`src/rtl/hub75_panel_rx.sv`:
```
// hub75_panel_rx: panel-side HUB75 receiver (emulated LED panel).
// Samples the HUB75 pins with clk, rebuilds the column shift register,
// captures a row on each latch and streams it out as valid/ready beats,
// and measures the length of every OE-active (display) interval.
//
// Ports:
//   clk, rst_n        system clock, async active-low reset
//   h75_clk/lat/oe    HUB75 shift clock, latch, output enable (active low)
//   h75_addr, h75_rgb row address {E,D,C,B,A}, colour {B2,G2,R2,B1,G1,R1}
//   out_*             pixel stream (valid/ready), out_last on column COLS-1
//   shift_cnt         shifts seen in the latched row (saturates at COLS)
//   oe_cycles/valid   last OE-low interval length, one-cycle update pulse
//   overrun           sticky: latch arrived while the stream was busy
module hub75_panel_rx #(
  parameter int unsigned COLS        = 64,
  parameter int unsigned SYNC_STAGES = 2,
  parameter int unsigned OE_CNT_BITS = 16
) (
  input  logic                     clk,
  input  logic                     rst_n,
  input  logic                     h75_clk,
  input  logic                     h75_lat,
  input  logic                     h75_oe,
  input  logic [4:0]               h75_addr,
  input  logic [5:0]               h75_rgb,
  output logic                     out_valid,
  input  logic                     out_ready,
  output logic [4:0]               out_row,
  output logic [$clog2(COLS)-1:0]  out_col,
  output logic [5:0]               out_rgb,
  output logic                     out_last,
  output logic [$clog2(COLS):0]    shift_cnt,
  output logic [OE_CNT_BITS-1:0]   oe_cycles,
  output logic                     oe_valid,
  output logic                     overrun
);

  localparam int unsigned CW  = $clog2(COLS);
  localparam int unsigned SCW = CW + 1;

  typedef struct packed {
    logic       clk;
    logic       lat;
    logic       oe;
    logic [4:0] addr;
    logic [5:0] rgb;
  } pins_t;

  // Idle pin levels: clocks low, OE inactive (high).
  localparam pins_t PINS_IDLE = pins_t'({1'b0, 1'b0, 1'b1, 5'd0, 6'd0});

  typedef enum logic {S_IDLE, S_STREAM} state_t;

  pins_t           sync_q [SYNC_STAGES];
  pins_t           pins;
  logic            clk_d, lat_d, oe_d;
  logic            shift_edge, lat_edge, oe_fall, oe_rise;

  logic [5:0]      sreg_q [COLS];
  logic [5:0]      sreg_n [COLS];
  logic [5:0]      lbuf_q [COLS];
  logic [SCW-1:0]  pend_q, pend_sh;

  state_t          state_q, state_d;
  logic            load;
  logic [CW-1:0]   col_d, col_nx;
  logic [5:0]      rgb_d;
  logic            last_d, valid_d, overrun_d;
  logic [4:0]      row_d;
  logic [SCW-1:0]  scnt_d;

  logic [OE_CNT_BITS-1:0] oe_cnt;

  // Synchronizers: every pin goes through the same depth so they stay aligned.
  always_ff @(posedge clk or negedge rst_n) begin
    if (!rst_n) begin
      for (int unsigned i = 0; i < SYNC_STAGES; i++) sync_q[i] <= PINS_IDLE;
      clk_d <= 1'b0;
      lat_d <= 1'b0;
      oe_d  <= 1'b1;
    end else begin
      sync_q[0] <= pins_t'({h75_clk, h75_lat, h75_oe, h75_addr, h75_rgb});
      for (int unsigned i = 1; i < SYNC_STAGES; i++) sync_q[i] <= sync_q[i-1];
      clk_d <= pins.clk;
      lat_d <= pins.lat;
      oe_d  <= pins.oe;
    end
  end

  assign pins       = sync_q[SYNC_STAGES-1];
  assign shift_edge = pins.clk & ~clk_d;
  assign lat_edge   = pins.lat & ~lat_d;
  assign oe_fall    = ~pins.oe & oe_d;
  assign oe_rise    = pins.oe & ~oe_d;

  // Shift register after this cycle's shift; a same-cycle latch sees it.
  always_comb begin
    sreg_n = sreg_q;
    if (shift_edge) begin
      sreg_n[0] = pins.rgb;
      for (int unsigned k = 1; k < COLS; k++) sreg_n[k] = sreg_q[k-1];
    end
  end

  assign pend_sh = (shift_edge && pend_q != SCW'(COLS)) ? pend_q + SCW'(1) : pend_q;

  // Shift register and line buffer storage.
  always_ff @(posedge clk or negedge rst_n) begin
    if (!rst_n) begin
      sreg_q <= '{default: '0};
      lbuf_q <= '{default: '0};
      pend_q <= '0;
    end else begin
      sreg_q <= sreg_n;
      if (load) lbuf_q <= sreg_n;
      pend_q <= lat_edge ? '0 : pend_sh;
    end
  end

  assign col_nx = out_col + CW'(1);

  // Stream FSM: next state and registered-output next values.
  always_comb begin
    state_d   = state_q;
    load      = 1'b0;
    col_d     = out_col;
    rgb_d     = out_rgb;
    last_d    = out_last;
    valid_d   = out_valid;
    row_d     = out_row;
    scnt_d    = shift_cnt;
    overrun_d = overrun;
    case (state_q)
      S_IDLE: begin
        if (lat_edge) begin
          state_d = S_STREAM;
          load    = 1'b1;
          row_d   = pins.addr;
          scnt_d  = pend_sh;
          col_d   = '0;
          rgb_d   = sreg_n[0];
          last_d  = (COLS == 1);
          valid_d = 1'b1;
        end
      end
      S_STREAM: begin
        if (lat_edge) overrun_d = 1'b1;
        if (out_valid && out_ready) begin
          if (out_last) begin
            state_d = S_IDLE;
            valid_d = 1'b0;
            last_d  = 1'b0;
          end else begin
            col_d  = col_nx;
            rgb_d  = lbuf_q[col_nx];
            last_d = (col_nx == CW'(COLS - 1));
          end
        end
      end
      default: state_d = S_IDLE;
    endcase
  end

  // Stream FSM state and output registers.
  always_ff @(posedge clk or negedge rst_n) begin
    if (!rst_n) begin
      state_q   <= S_IDLE;
      out_valid <= 1'b0;
      out_row   <= '0;
      out_col   <= '0;
      out_rgb   <= '0;
      out_last  <= 1'b0;
      shift_cnt <= '0;
      overrun   <= 1'b0;
    end else begin
      state_q   <= state_d;
      out_valid <= valid_d;
      out_row   <= row_d;
      out_col   <= col_d;
      out_rgb   <= rgb_d;
      out_last  <= last_d;
      shift_cnt <= scnt_d;
      overrun   <= overrun_d;
    end
  end

  // OE-low interval counter; the falling-edge cycle itself counts as 1.
  always_ff @(posedge clk or negedge rst_n) begin
    if (!rst_n) begin
      oe_cnt    <= '0;
      oe_cycles <= '0;
      oe_valid  <= 1'b0;
    end else begin
      oe_valid <= 1'b0;
      if (oe_fall) begin
        oe_cnt <= OE_CNT_BITS'(1);
      end else if (!pins.oe && !oe_d && oe_cnt != '1) begin
        oe_cnt <= oe_cnt + OE_CNT_BITS'(1);
      end
      if (oe_rise) begin
        oe_cycles <= oe_cnt;
        oe_valid  <= 1'b1;
      end
    end
  end

endmodule

```
`config.mk`:
```
export PLATFORM = sky130hd
export DESIGN_NAME = hub75_panel_rx
export DESIGN_NICKNAME = d
export VERILOG_FILES = /design/src/rtl/hub75_panel_rx.sv
export SDC_FILE = /design/constraint.sdc
export NUM_CORES = 1
export LEC_CHECK = 0
export CORE_MARGIN = 4
export CORE_UTILIZATION = 40
export CTS_CLUSTER_DIAMETER = 200
export DETAILED_ROUTE_END_ITERATION = 6
export RECOVER_POWER = 50
export SLEW_MARGIN = 15
export SYNTH_ARGS = -nofsm -noshare
export SYNTH_HDL_FRONTEND = slang
export SYNTH_SLANG_ARGS = --single-unit
```
`constraint.sdc`:
```
create_clock -name clk -period 3.2 [get_ports clk]
set_input_delay 0.64 -clock clk [delete_from_list [all_inputs] [get_ports clk]]
set_output_delay 0.64 -clock clk [all_outputs]
set_load 0.02 [all_outputs]
```
==> run_results.csv, run 1 <==
group,metric,value,unit
synthesis,synth_cell_type_count,56,
routing,wl,82090,µm
routing,top_layer,"met4",
synthesis,synth_adder_area_share,0.001762,
synthesis,synth_compound_area_frac,0.01480,
routing,drc,0,
synthesis,synth_area_leaders,"dfrtp_1 (61%), nand2_1 (25%), mux4_2 (5.3%)",
timing,min_period,2.915,ns
timing,fin_tns_setup,0,ns
synthesis,synth_simple_gate_area_share,0.2728,
floorplan,die_y,306.0,µm
synthesis,synth-edff-count,0,
worst_setup_path,cp_cell_sequence,"buf_12 -> clkdlybuf4s50_1",
layout,regArea,0.02170,mm²
synthesis,synth_top_area_cell,"dfrtp_1",
cts,clockBufferDepth,3,
power,finalPower,26.15,mW
synthesis,ys_seq_elements,867,
worst_hold_path,holdCritPathClass,"reg -> reg",
timing,slew_headroom,0.02934,
global_route,overflow,0,
worst_setup_path,worst-path-max-fanout,50,
floorplan,initial_core_util,0.4024,
cts,clock-sinks,867,
floorplan,core,0.08824,mm²
timing,setup_viol,0,
routing,dr.pass1.iters,6,
worst_setup_path,cp.required,2.56,ns
routing,post_drt_wl_per_cell,16.08,µm
timing,worstMarginPinSlew,1.456,ns
timing,rsz0062_at_grt,"false",
worst_setup_path,crit_slowest_cell,"clkdlybuf4s50_1",
global_route,grt_pass1_wl,138500,µm
cts,path_clk_slew,0.06,ns
routing,wl_met1,39060,µm
worst_setup_path,r2r_slack,0.42,ns
timing,clock.fmax,0.3430,GHz
cts,clockRootBuffer,"clkbuf_16",
layout,fill_cells,8374,
cts,clkLatencyLatePin,0.64,ns
layout,multi_input_area,0.01294,mm²
timing,fin_hold_ws,0.3462,ns
synthesis,avgSynthCellArea,9.207,µm²
global_route,grt_antenna_before_repair,2,
worst_setup_path,crit_path_start_kind,"flop",
power,pwr-share-seq,0.445,
synthesis,ys_seq_area_frac,0.6111,
routing,wl_met2,37640,µm
floorplan,rows,109,
worst_setup_path,path_class,"reg -> out",
power,internal-power,19.01,mW
layout,syn2layout_area_growth,14.17,%
routing,dr_wl_met3,3851,µm
layout,antenna_cells,0,
power,p_sw_frac,0.2731,
outcome,outcome,"finished, final reports clean",
worst_setup_path,end_kind,"output pin",
cts,numCtsBuffers,91,
layout,design_area,0.04054,mm²
timing,hold_violations,0,
layout,drive_above_1_share,0.08348,
global_route,grt_max_degree,205,
power,power_density,645.0,mW/mm²
power,combPwrFrac,0.142,
routing,drtAntennaViolNets,0,
timing,setup_ws,0.2849,ns
synthesis,synth.area.mux_share,0.06733,
floorplan,die_x,306.0,µm
synthesis,synth_nets,3879,
synthesis,ys_async_sr_fraction,1.000,
power,p_sw,7.143,mW
cts,cts_tree,"built",
synthesis,synth_top_family_by_area,"simple AND/OR/NAND/NOR gates",
routing,post_drt_via_cell_ratio,4.911,
timing,clock_skew,0.01836,ns
synthesis,ys.flop_type,"dfrtp_1",
synthesis,syn_area,0.03551,mm²
place,port_buffers,60,
worst_setup_path,arrival,2.28,ns
synthesis,yosysWarnings,0,
routing,vias,25080,
cts,cts_resized,0,
synthesis,synth_top_area_frac,0.6089,
timing,period_share,0.9110,
routing,drt-initial-drc-count,1932,
place,place_ws,0.4449,ns
layout,fin_nets,3886,
power,leakagePower,21.80,nW
synthesis,synth-xor-area-share,0.006730,
timing,report.final.slew_viol_count,0,
global_route,grt_pass1_vias,25630,
place,post_dp_cell_area,0.03755,mm²
synthesis,synth_common_cells,"nand2_1 (2403), dfrtp_1 (864), clkbuf_1 (202), mux4_2 (84), nor2_1 (45)",
power,irDropWorstVdd,0.4185,mV
global_route,grt_usage,0.1791,
synthesis,netlist_instances,3857,
floorplan,design.die.area,0.09361,mm²
worst_setup_path,crit_path_max_incr_delay,0.75,ns
power,clkPwrFrac,0.413,
synthesis,yosysMostFrequentCell,"nand2_1",
place,routabilityCongestion,0.7714,
cts,cts_max_level,3,
place,dp_hpwl,48680,µm
job,maxCapViolations,0,
floorplan,ios,61,
## cells by family after synthesis
kind of cell	Yosys count
AO/OA/AOI/OAI	79
multiplexers	122
flip-flops	867
buffers and inverters	229
AND/OR/NAND/NOR	2532
adder cells (fa/ha/maj)	5
XOR/XNOR	23
## metal layers
metal / vias to the layer above / GRT usage
li1: 12150 / -
met1: 12410 / 0.2568
met2: 411 / 0.2835
met3: 100 / 0.03323
met4: 0 / 0.04644
met5: - / 0
## worst paths after layout
path,cells after the start,startpoint,to
hold / removal,0,sync_q[15]$_DFF_PN0_,pins[1]$_DFF_PN0_
max in group asynchronous,4,rst_n,lbuf_q[174]$_DFFE_PN0P_
min in group asynchronous,2,rst_n,sreg_q[98]$_DFF_PN0_
hold reg to reg,0,sync_q[15]$_DFF_PN0_,pins[1]$_DFF_PN0_
setup reg to reg,8,out_col[1]$_DFFE_PN0P_,out_rgb[1]$_DFFE_PN0P_
setup / recovery,2,out_col[0]$_DFFE_PN0P_,out_col[0]
## per-stage QoR
stage | util | std cells
2_1_floorplan | - | 3857
3_3_place_gp | 0.4256 | 4935
3_5_place_dp | 0.4256 | 4935
4_1_cts | 0.4608 | 5106
5_1_grt | 0.4595 | 5106
6_report | 0.4595 | 5106
## sequential cells by signal, summed over array words and instances (netlist names)
name / cells
sync_q: 14
out_rgb: 6
shift_cnt: 7
out_last: 1
oe_d: 1
pend_q: 7
lbuf_q: 384
oe_cycles: 16
state_q: 1
out_valid: 1
clk_d: 1
lat_d: 1
oe_valid: 1
out_row: 5
pins: 14
sreg_q: 384
overrun: 1
oe_cnt: 16
out_col: 6
## critical path: cells and delay by family (launching register included)
family,cells,cell delay (ns)
buffers and inverters,2,1.13
DFF,1,0.45
## final cells by class
type | count | area share
Multi-Input combinational cell | 2761 | 0.3193
Sequential cell | 867 | 0.5353
Timing Repair Buffer | 131 | 0.03191
Tap cell | 1165 | 0.03595
Inverter | 12 | 0.001111
Clock buffer | 134 | 0.06666
Clock inverter | 36 | 0.009752
## power groups by stage
stage,logic [mW],registers (mW),clock network (mW)
after CTS,3.81,11.6,11.1
final,3.72,11.6,10.8
after floorplan,2.14,11.8,0
after global placement,3.75,11.8,0
after detailed placement,3.80,11.8,0
after global routing,4.04,11.7,11.6
## what timing repair did
| item | CTS | global route |
|---|---|---|
| hold buffers | 1 | 0 |
| endpoints found under the setup margin | 0 | 0 |
| hold endpoints to repair | 37 | 0 |
| setup buffers | 0 | 0 |
## placed cells by master (no fill, tap or decap), types with 5 or more instances in the layout
cell type        synthesis  final
nand4_1                 15     15
clkinv_2                 0     17
buf_4                    2     37
clkinvlp_4               0      5
nand2_1               2403   2403
clkbuf_16                0     94
clkbuf_8                 0     20
clkdlybuf4s50_1          0     45
mux2i_1                 15     15
clkbuf_2                 0      5
nor4_1                   5      5
buf_12                   0     15
dlygate4sd3_1            0     15
a31oi_1                 16     16
nor3_1                   7      7
a32oi_1                 12     12
clkbuf_1               202     28
mux2_2                  17     17
xnor2_1                  7      6
bufinv_16                0      6
mux4_1                   6      6
xor2_1                  14     14
inv_1                   12     12
o21ai_0                 16     16
nand3_1                 29     29
nor2_1                  45     45
dfrtp_1                864    863
a21oi_1                 12     12
mux4_2                  84     84
(Power assumes the default switching activity.)
==> run 2: changes to the inputs <==
--- a/config.mk
+++ b/config.mk
@@ -5,6 +5,7 @@
 export SDC_FILE = /design/constraint.sdc
 export NUM_CORES = 1
 export LEC_CHECK = 0
+export ABC_AREA = 1
 export CORE_MARGIN = 4
 export CORE_UTILIZATION = 40
 export CTS_CLUSTER_DIAMETER = 200
==> run 2 against run 1 <==
Effect of this change: the run now ends with capacitance limit, slew limit left; via count rose by 9.6%; synthesized cell count rose by 15%; sequential cell count did not move; clock-buffer cell count rose by 8; power rose by 15%; worst setup slack improved by 0.20 ns; sequential power barely moved; design area rose by 2.0%; sequential share of layout area fell by 1.0 points; utilization fell by 0.28 points; non-clock buffer count fell by 12; critical path type unchanged; critical endpoint is now out_col[2]; largest power group unchanged; highest routed layer unchanged.
==> run_results.csv, run 2 <==
group,metric,value,unit
outcome,outcome,"finished, violations left",
outcome,violations,"capacitance limit, slew limit",
cts,cts_resized,0,
synthesis,ys_seq_area_frac,0.5915,
synthesis,synth_nets,4471,
job,maxCapViolations,1,
worst_setup_path,r2r_cells,10,
worst_hold_path,worstHoldStart,"sync_q[17]$_DFF_PN0_",
power,finalPower,30.15,mW
synthesis,netlist_instances,4449,
synthesis,synth_area_leaders,"dfrtp_1 (59%), nand2_1 (21%), nand3_1 (4.9%)",
layout,most-common-layout-cells,"nand2_1 (2038), dfrtp_1 (863), inv_1 (396)",
worst_hold_path,hold_end,"pins[3]$_DFF_PN0_",
global_route,grt_usage,0.1782,
place,port_buffers,60,
synthesis,synth_cell_type_count,34,
worst_setup_path,critPathTopFamily,"buffers and inverters",
floorplan,initial_core_util,0.4051,
cts,clkLatencyLatePin,0.65,ns
global_route,overflow,0,
timing,slew_headroom,-0.2414,
cts,holdBufCountCts,1,
worst_setup_path,reg2reg_from,"out_col[0]$_DFFE_PN0P_",
layout,final_common_cell,"nand2_1",
timing,setup_viol,0,
routing,drt-initial-drc-count,2204,
worst_setup_path,crit_slowest_cell,"clkdlybuf4s50_1",
worst_setup_path,r2r-end,"out_rgb[3]$_DFFE_PN0P_",
worst_setup_path,worst-path-stages,1,
cts,postCtsSetupBuffers,0,
synthesis,ys_seq_elements,867,
routing,dr_wl_met3,3923,µm
timing,rsz0062_at_grt,"false",
routing,drtAntennaViolNets,0,
layout,syn2layout_area_growth,12.73,%
timing,setup_ws,0.4801,ns
worst_setup_path,crit_buf_inv,1,
synthesis,synth_top_area_cell,"dfrtp_1",
global_route,grt_antenna_before_repair,0,
cts,clock-sinks,867,
timing,hold_violations,0,
timing,fin_hold_ws,0.3450,ns
synthesis,ys.flop_type,"dfrtp_1",
worst_setup_path,path_class,"reg -> out",
floorplan,core,0.09056,mm²
cts,cts_tree,"built",
floorplan,ios,61,
synthesis,synth_common_cells,"nand2_1 (2038), dfrtp_1 (864), inv_1 (395), nand3_1 (358), o21ai_0 (218)",
place,place_ws,0.6576,ns
worst_setup_path,end_kind,"output pin",
power,irDropWorstVdd,0.7896,mV
layout,antenna_cells,0,
routing,wl_met1,41560,µm
timing,report.final.slew_viol_count,49,
worst_setup_path,cp_cell_sequence,"clkdlybuf4s50_1",
place,routabilityCongestion,0.7771,
layout,drive_above_1_share,0.05000,
worst_setup_path,crit_path_max_incr_delay,0.72,ns
synthesis,yosysWarnings,0,
layout,largestRegisters,"lbuf_q: 384 flops, sreg_q: 384 flops",
worst_setup_path,r2r_slack,0.67,ns
worst_setup_path,crit_path_start_kind,"flop",
cts,clockRootBuffer,"clkbuf_16",
synthesis,ys_async_sr_fraction,1.000,
routing,post_drt_wl_per_cell,15.05,µm
power,power_density,729.1,mW/mm²
synthesis,avgSynthCellArea,8.245,µm²
global_route,grt_max_degree,210,
worst_hold_path,holdCritPathClass,"reg -> reg",
floorplan,design.die.area,0.09662,mm²
floorplan,rows,110,
routing,top_layer,"met4",
power,leakagePower,21.17,nW
synthesis,synth-edff-count,0,
cts,cts_max_level,3,
routing,wl,85140,µm
routing,drc,0,
timing,worstMarginPinSlew,1.862,ns
routing,dr.pass1.iters,6,
timing,clock.fmax,0.3677,GHz
synthesis,syn_area,0.03668,mm²
timing,clock_skew,0.01789,ns
global_route,grt_pass1_vias,27030,
routing,wl_met2,37940,µm
cts,path_clk_slew,0.06,ns
synthesis,yosysMostFrequentCell,"nand2_1",
worst_setup_path,arrival,2.08,ns
worst_setup_path,worst-path-max-fanout,7,
cts,numCtsBuffers,93,
worst_hold_path,whs_path_depth,0,
routing,post_drt_via_cell_ratio,4.861,
layout,fin_util,0.4566,
routing,vias,27490,
cts,clockBufferDepth,3,
timing,period_share,0.8500,
place,dp_hpwl,47440,µm
layout,fin_nets,4429,
synthesis,synth_top_area_frac,0.5894,
timing,fin_tns_setup,0,ns
layout,fill_cells,8945,
floorplan,die_y,310.8,µm
floorplan,die_x,310.8,µm
worst_setup_path,cp.required,2.56,ns
global_route,grt_pass1_wl,143700,µm
timing,min_period,2.720,ns
[run 2: stage by stage]
stage / std cells / cell area [µm²]
after floorplan: 4449 / 36680
after global placement: 5487 / 38420
after detailed placement: 5487 / 38420
after CTS: 5656 / 41450
after global routing: 5656 / 41350
final: 5656 / 41350
[run 2: power breakdown]
group	internal, mW	leakage [nW]	switching, mW	total (mW)
Combinational	2.36	7.73	5.50	7.86
Clock	6.21	1.49	4.39	10.6
Sequential	11.3	11.9	0.334	11.7
[run 2: logic make-up (layout without fill, tap and decap cells)]
kind of cell               after synthesis  count (layout)  share of synthesized area
xor gates and xnor gates                16              16                   0.004434
adders and majority gates                5               5                   0.001705
and+or+nand+nor                       2442            2442                     0.2638
DFF                                    867             867                     0.5915
buffers and inverters                  667             698                    0.07374
AOI/OAI and AO/OA                      452             452                    0.06474
[run 2: cell type report]
class                   count  area [µm²]  area share
clock inverters            26       251.5    0.006082
multi-input cells        2915       12320      0.2979
inverters                 411        1558     0.03767
well taps                1176        1471     0.03558
repair buffers            119        1275     0.03083
clock buffers             142        2773     0.06705
flip-flops and latches    867       21700      0.5248
[run 2: how the worst max path moves through the flow]
| stage | from | endpoint |
|---|---|---|
| floorplan | out_col[0]$_DFFE_PN0P_ | out_rgb[2]$_DFFE_PN0P_ |
| global placement | out_col[0]$_DFFE_PN0P_ | out_rgb[2]$_DFFE_PN0P_ |
| detailed placement | out_col[0]$_DFFE_PN0P_ | out_rgb[3]$_DFFE_PN0P_ |
| CTS | out_col[2]$_DFFE_PN0P_ | out_col[2] |
| global route | rst_n | out_last$_DFFE_PN0P_ |
| finish | out_col[2]$_DFFE_PN0P_ | out_col[2] |
[run 2: routing by layer]
metal / global-route usage / vias up
met5: 0 / -
met4: 0.04232 / 0
met3: 0.03024 / 124
met2: 0.2803 / 475
met1: 0.2590 / 13140
li1: - / 13750
==> run 3: changes to the inputs <==
==> constraint.sdc (replaced) <==
create_clock -name clk -period 2.5 [get_ports clk]
set_input_delay 0.5 -clock clk [delete_from_list [all_inputs] [get_ports clk]]
set_output_delay 0.5 -clock clk [all_outputs]
set_load 0.02 [all_outputs]
==> run 3 against run 2 <==
Effect of this change: the flow now finishes without violations; non-clock buffer count increased by 42; die area unchanged; combinational power increased by 31%; first-iteration DRC count increased by 7.2%; sequential share of layout area decreased by 0.92 points; hold slack improved by 0.0017 ns; design area increased by 1.8%; critical path depth increased by 1; power increased by 32%; final cell count increased by 0.87%; worst setup slack got worse by 0.37 ns; via count increased by 1.8%; critical path type unchanged; largest cell class unchanged.
==> run_results.csv, run 3 (synthesis results as in run 2) <==
group,metric,value,unit
outcome,outcome,"finished, final reports clean",
worst_setup_path,endpoint,"out_col[1]",
job,maxCapViolations,0,
floorplan,core,0.09056,mm²
routing,drtAntennaViolNets,0,
worst_setup_path,worst-path-max-fanout,4,
cts,clkLatencyLatePin,0.66,ns
worst_setup_path,crit_path_start_kind,"flop",
worst_setup_path,cp.required,2.00,ns
worst_setup_path,cp_cell_sequence,"buf_4 -> clkdlybuf4s50_1",
floorplan,rows,110,
global_route,grt_pass1_vias,27460,
layout,fin_nets,4473,
floorplan,ios,61,
timing,hold_violations,0,
cts,cts_tree,"built",
worst_setup_path,worst-path-stages,2,
layout,fin_util,0.4648,
global_route,grt_antenna_before_repair,0,
global_route,grt_max_degree,132,
worst_setup_path,crit_path_max_incr_delay,0.68,ns
routing,drc,0,
worst_setup_path,path_class,"reg -> out",
power,irDropWorstVdd,1.353,mV
global_route,overflow,0,
worst_setup_path,end_kind,"output pin",
timing,min_period,2.395,ns
worst_setup_path,crit_slowest_cell,"clkdlybuf4s50_1",
timing,clock_skew,0.02329,ns
cts,clock-sinks,867,
routing,post_drt_wl_per_cell,15.30,µm
timing,slew_headroom,0.1602,
layout,drive_above_1_share,0.06160,
worst_hold_path,holdCritPathClass,"reg -> reg",
power,power_density,947.3,mW/mm²
timing,worstMarginPinSlew,1.260,ns
worst_setup_path,r2r_cells,11,
layout,largestRegisters,"lbuf_q: 384 flops, sreg_q: 384 flops",
routing,post_drt_via_cell_ratio,4.904,
cts,cts_max_level,3,
cts,numCtsBuffers,95,
layout,syn2layout_area_growth,14.75,%
floorplan,die_x,310.8,µm
timing,fin_hold_ws,0.3467,ns
floorplan,initial_core_util,0.4051,
worst_setup_path,arrival,1.89,ns
layout,most-common-layout-cells,"nand2_1 (2038), dfrtp_1 (863), inv_1 (396)",
worst_setup_path,r2r-end,"out_rgb[5]$_DFFE_PN0P_",
layout,finalNonFillerCells,5705,
floorplan,design.die.area,0.09662,mm²
worst_setup_path,r2r_slack,0.27,ns
place,routabilityCongestion,0.7721,
timing,setup_viol,0,
global_route,grt_usage,0.1824,
timing,report.final.slew_viol_count,0,
power,leakagePower,21.54,nW
cts,clockRootBuffer,"clkbuf_16",
routing,wl,87300,µm
cts,path_clk_slew,0.06,ns
timing,rsz0062_at_grt,"false",
worst_setup_path,crit_buf_inv,2,
worst_setup_path,critPathTopFamily,"buffers and inverters",
place,dp_hpwl,52900,µm
worst_setup_path,crit_start,"out_col[1]$_DFFE_PN0P_",
routing,drt-initial-drc-count,2363,
routing,dr.pass1.iters,5,
layout,antenna_cells,0,
place,dp_cells,5529,
place,port_buffers,60,
timing,fin_tns_setup,0,ns
timing,period_share,0.9579,
global_route,grt_pass1_wl,146300,µm
layout,final_common_cell,"nand2_1",
routing,vias,27980,
worst_setup_path,reg2reg_from,"out_col[0]$_DFFE_PN0P_",
floorplan,die_y,310.8,µm
timing,clock.fmax,0.4176,GHz
cts,clockBufferDepth,3,
==> run 3: cell types whose count changed in the layout (fill, tap and decap cells not counted), sizes merged <==
| cell | change |
|---|---|
| clkinvlp | +3 |
| inv | +2 |
| bufinv | +7 |
| clkdlybuf4s50 | -1 |
| clkinv | -3 |
| clkbuf | +5 |
| buf | +36 |
==> run 3: through the flow <==
step / setup WS [ns] / total power [mW] / area (µm²)
2_1_floorplan: 0.03542 / 21.51 / 36680
4_1_cts: 0.01293 / 40.37 / 42320
5_1_grt: 0.03747 / 41.89 / 42090
3_3_place_gp: 0.3039 / 25.48 / 38990
3_5_place_dp: 0.3058 / 25.51 / 38990
6_report: 0.1053 / 39.88 / 42090
==> run 3: how the worst min path moves through the flow <==
stage | startpoint | cells past startpoint | slack (ns) | to
4_1_cts | h75_oe | 1 | 0.21 | sync_q[25]$_DFF_PN1_
3_3_place_gp | sync_q[16]$_DFF_PN0_ | 0 | 0.33 | pins[2]$_DFF_PN0_
6_report | sync_q[17]$_DFF_PN0_ | 0 | 0.35 | pins[3]$_DFF_PN0_
3_5_place_dp | sync_q[15]$_DFF_PN0_ | 0 | 0.33 | pins[1]$_DFF_PN0_
2_1_floorplan | rst_n | 0 | 0.20 | clk_d$_DFF_PN0_
5_1_grt | sync_q[19]$_DFF_PN0_ | 0 | 0.35 | pins[5]$_DFF_PN0_
==> run 3: report_power, final <==
| group | total (mW) | internal (mW) | leakage (nW) | switching (mW) |
|---|---|---|---|---|
| Clock | 14.7 | 8.93 | 1.63 | 5.72 |
| Sequential | 14.9 | 14.5 | 11.9 | 0.376 |
| Combinational | 10.3 | 3.28 | 7.97 | 7.04 |
==> run 3: timing repair <==
item	in CTS	in global routing
hold buffers	1	0
endpoints found under the hold margin	33	0
endpoints found under the setup margin	1	1
gates cloned	0	0
resized for setup	3	2
setup buffers	0	0
==> run 3: layout make-up <==
type | instances | area, µm²
fill | 8848 | 48470
sequential | 867 | 21700
multi-input combinational | 2915 | 12330
clock buffer | 140 | 2851
timing repair buffer | 161 | 1719
inverter | 411 | 1558
tap | 1176 | 1471
clock inverter | 35 | 459.2
==> run 3: metal layers <==
metal,track usage,part of all wire,wire (µm),vias to the layer above
met1,0.2680,0.48,42150,13440
li1,-,-,-,13850
met5,0,0,0,-
met3,0.02651,0.043,3715,153
met2,0.2848,0.45,39410,532
met4,0.04844,0.023,2025,0
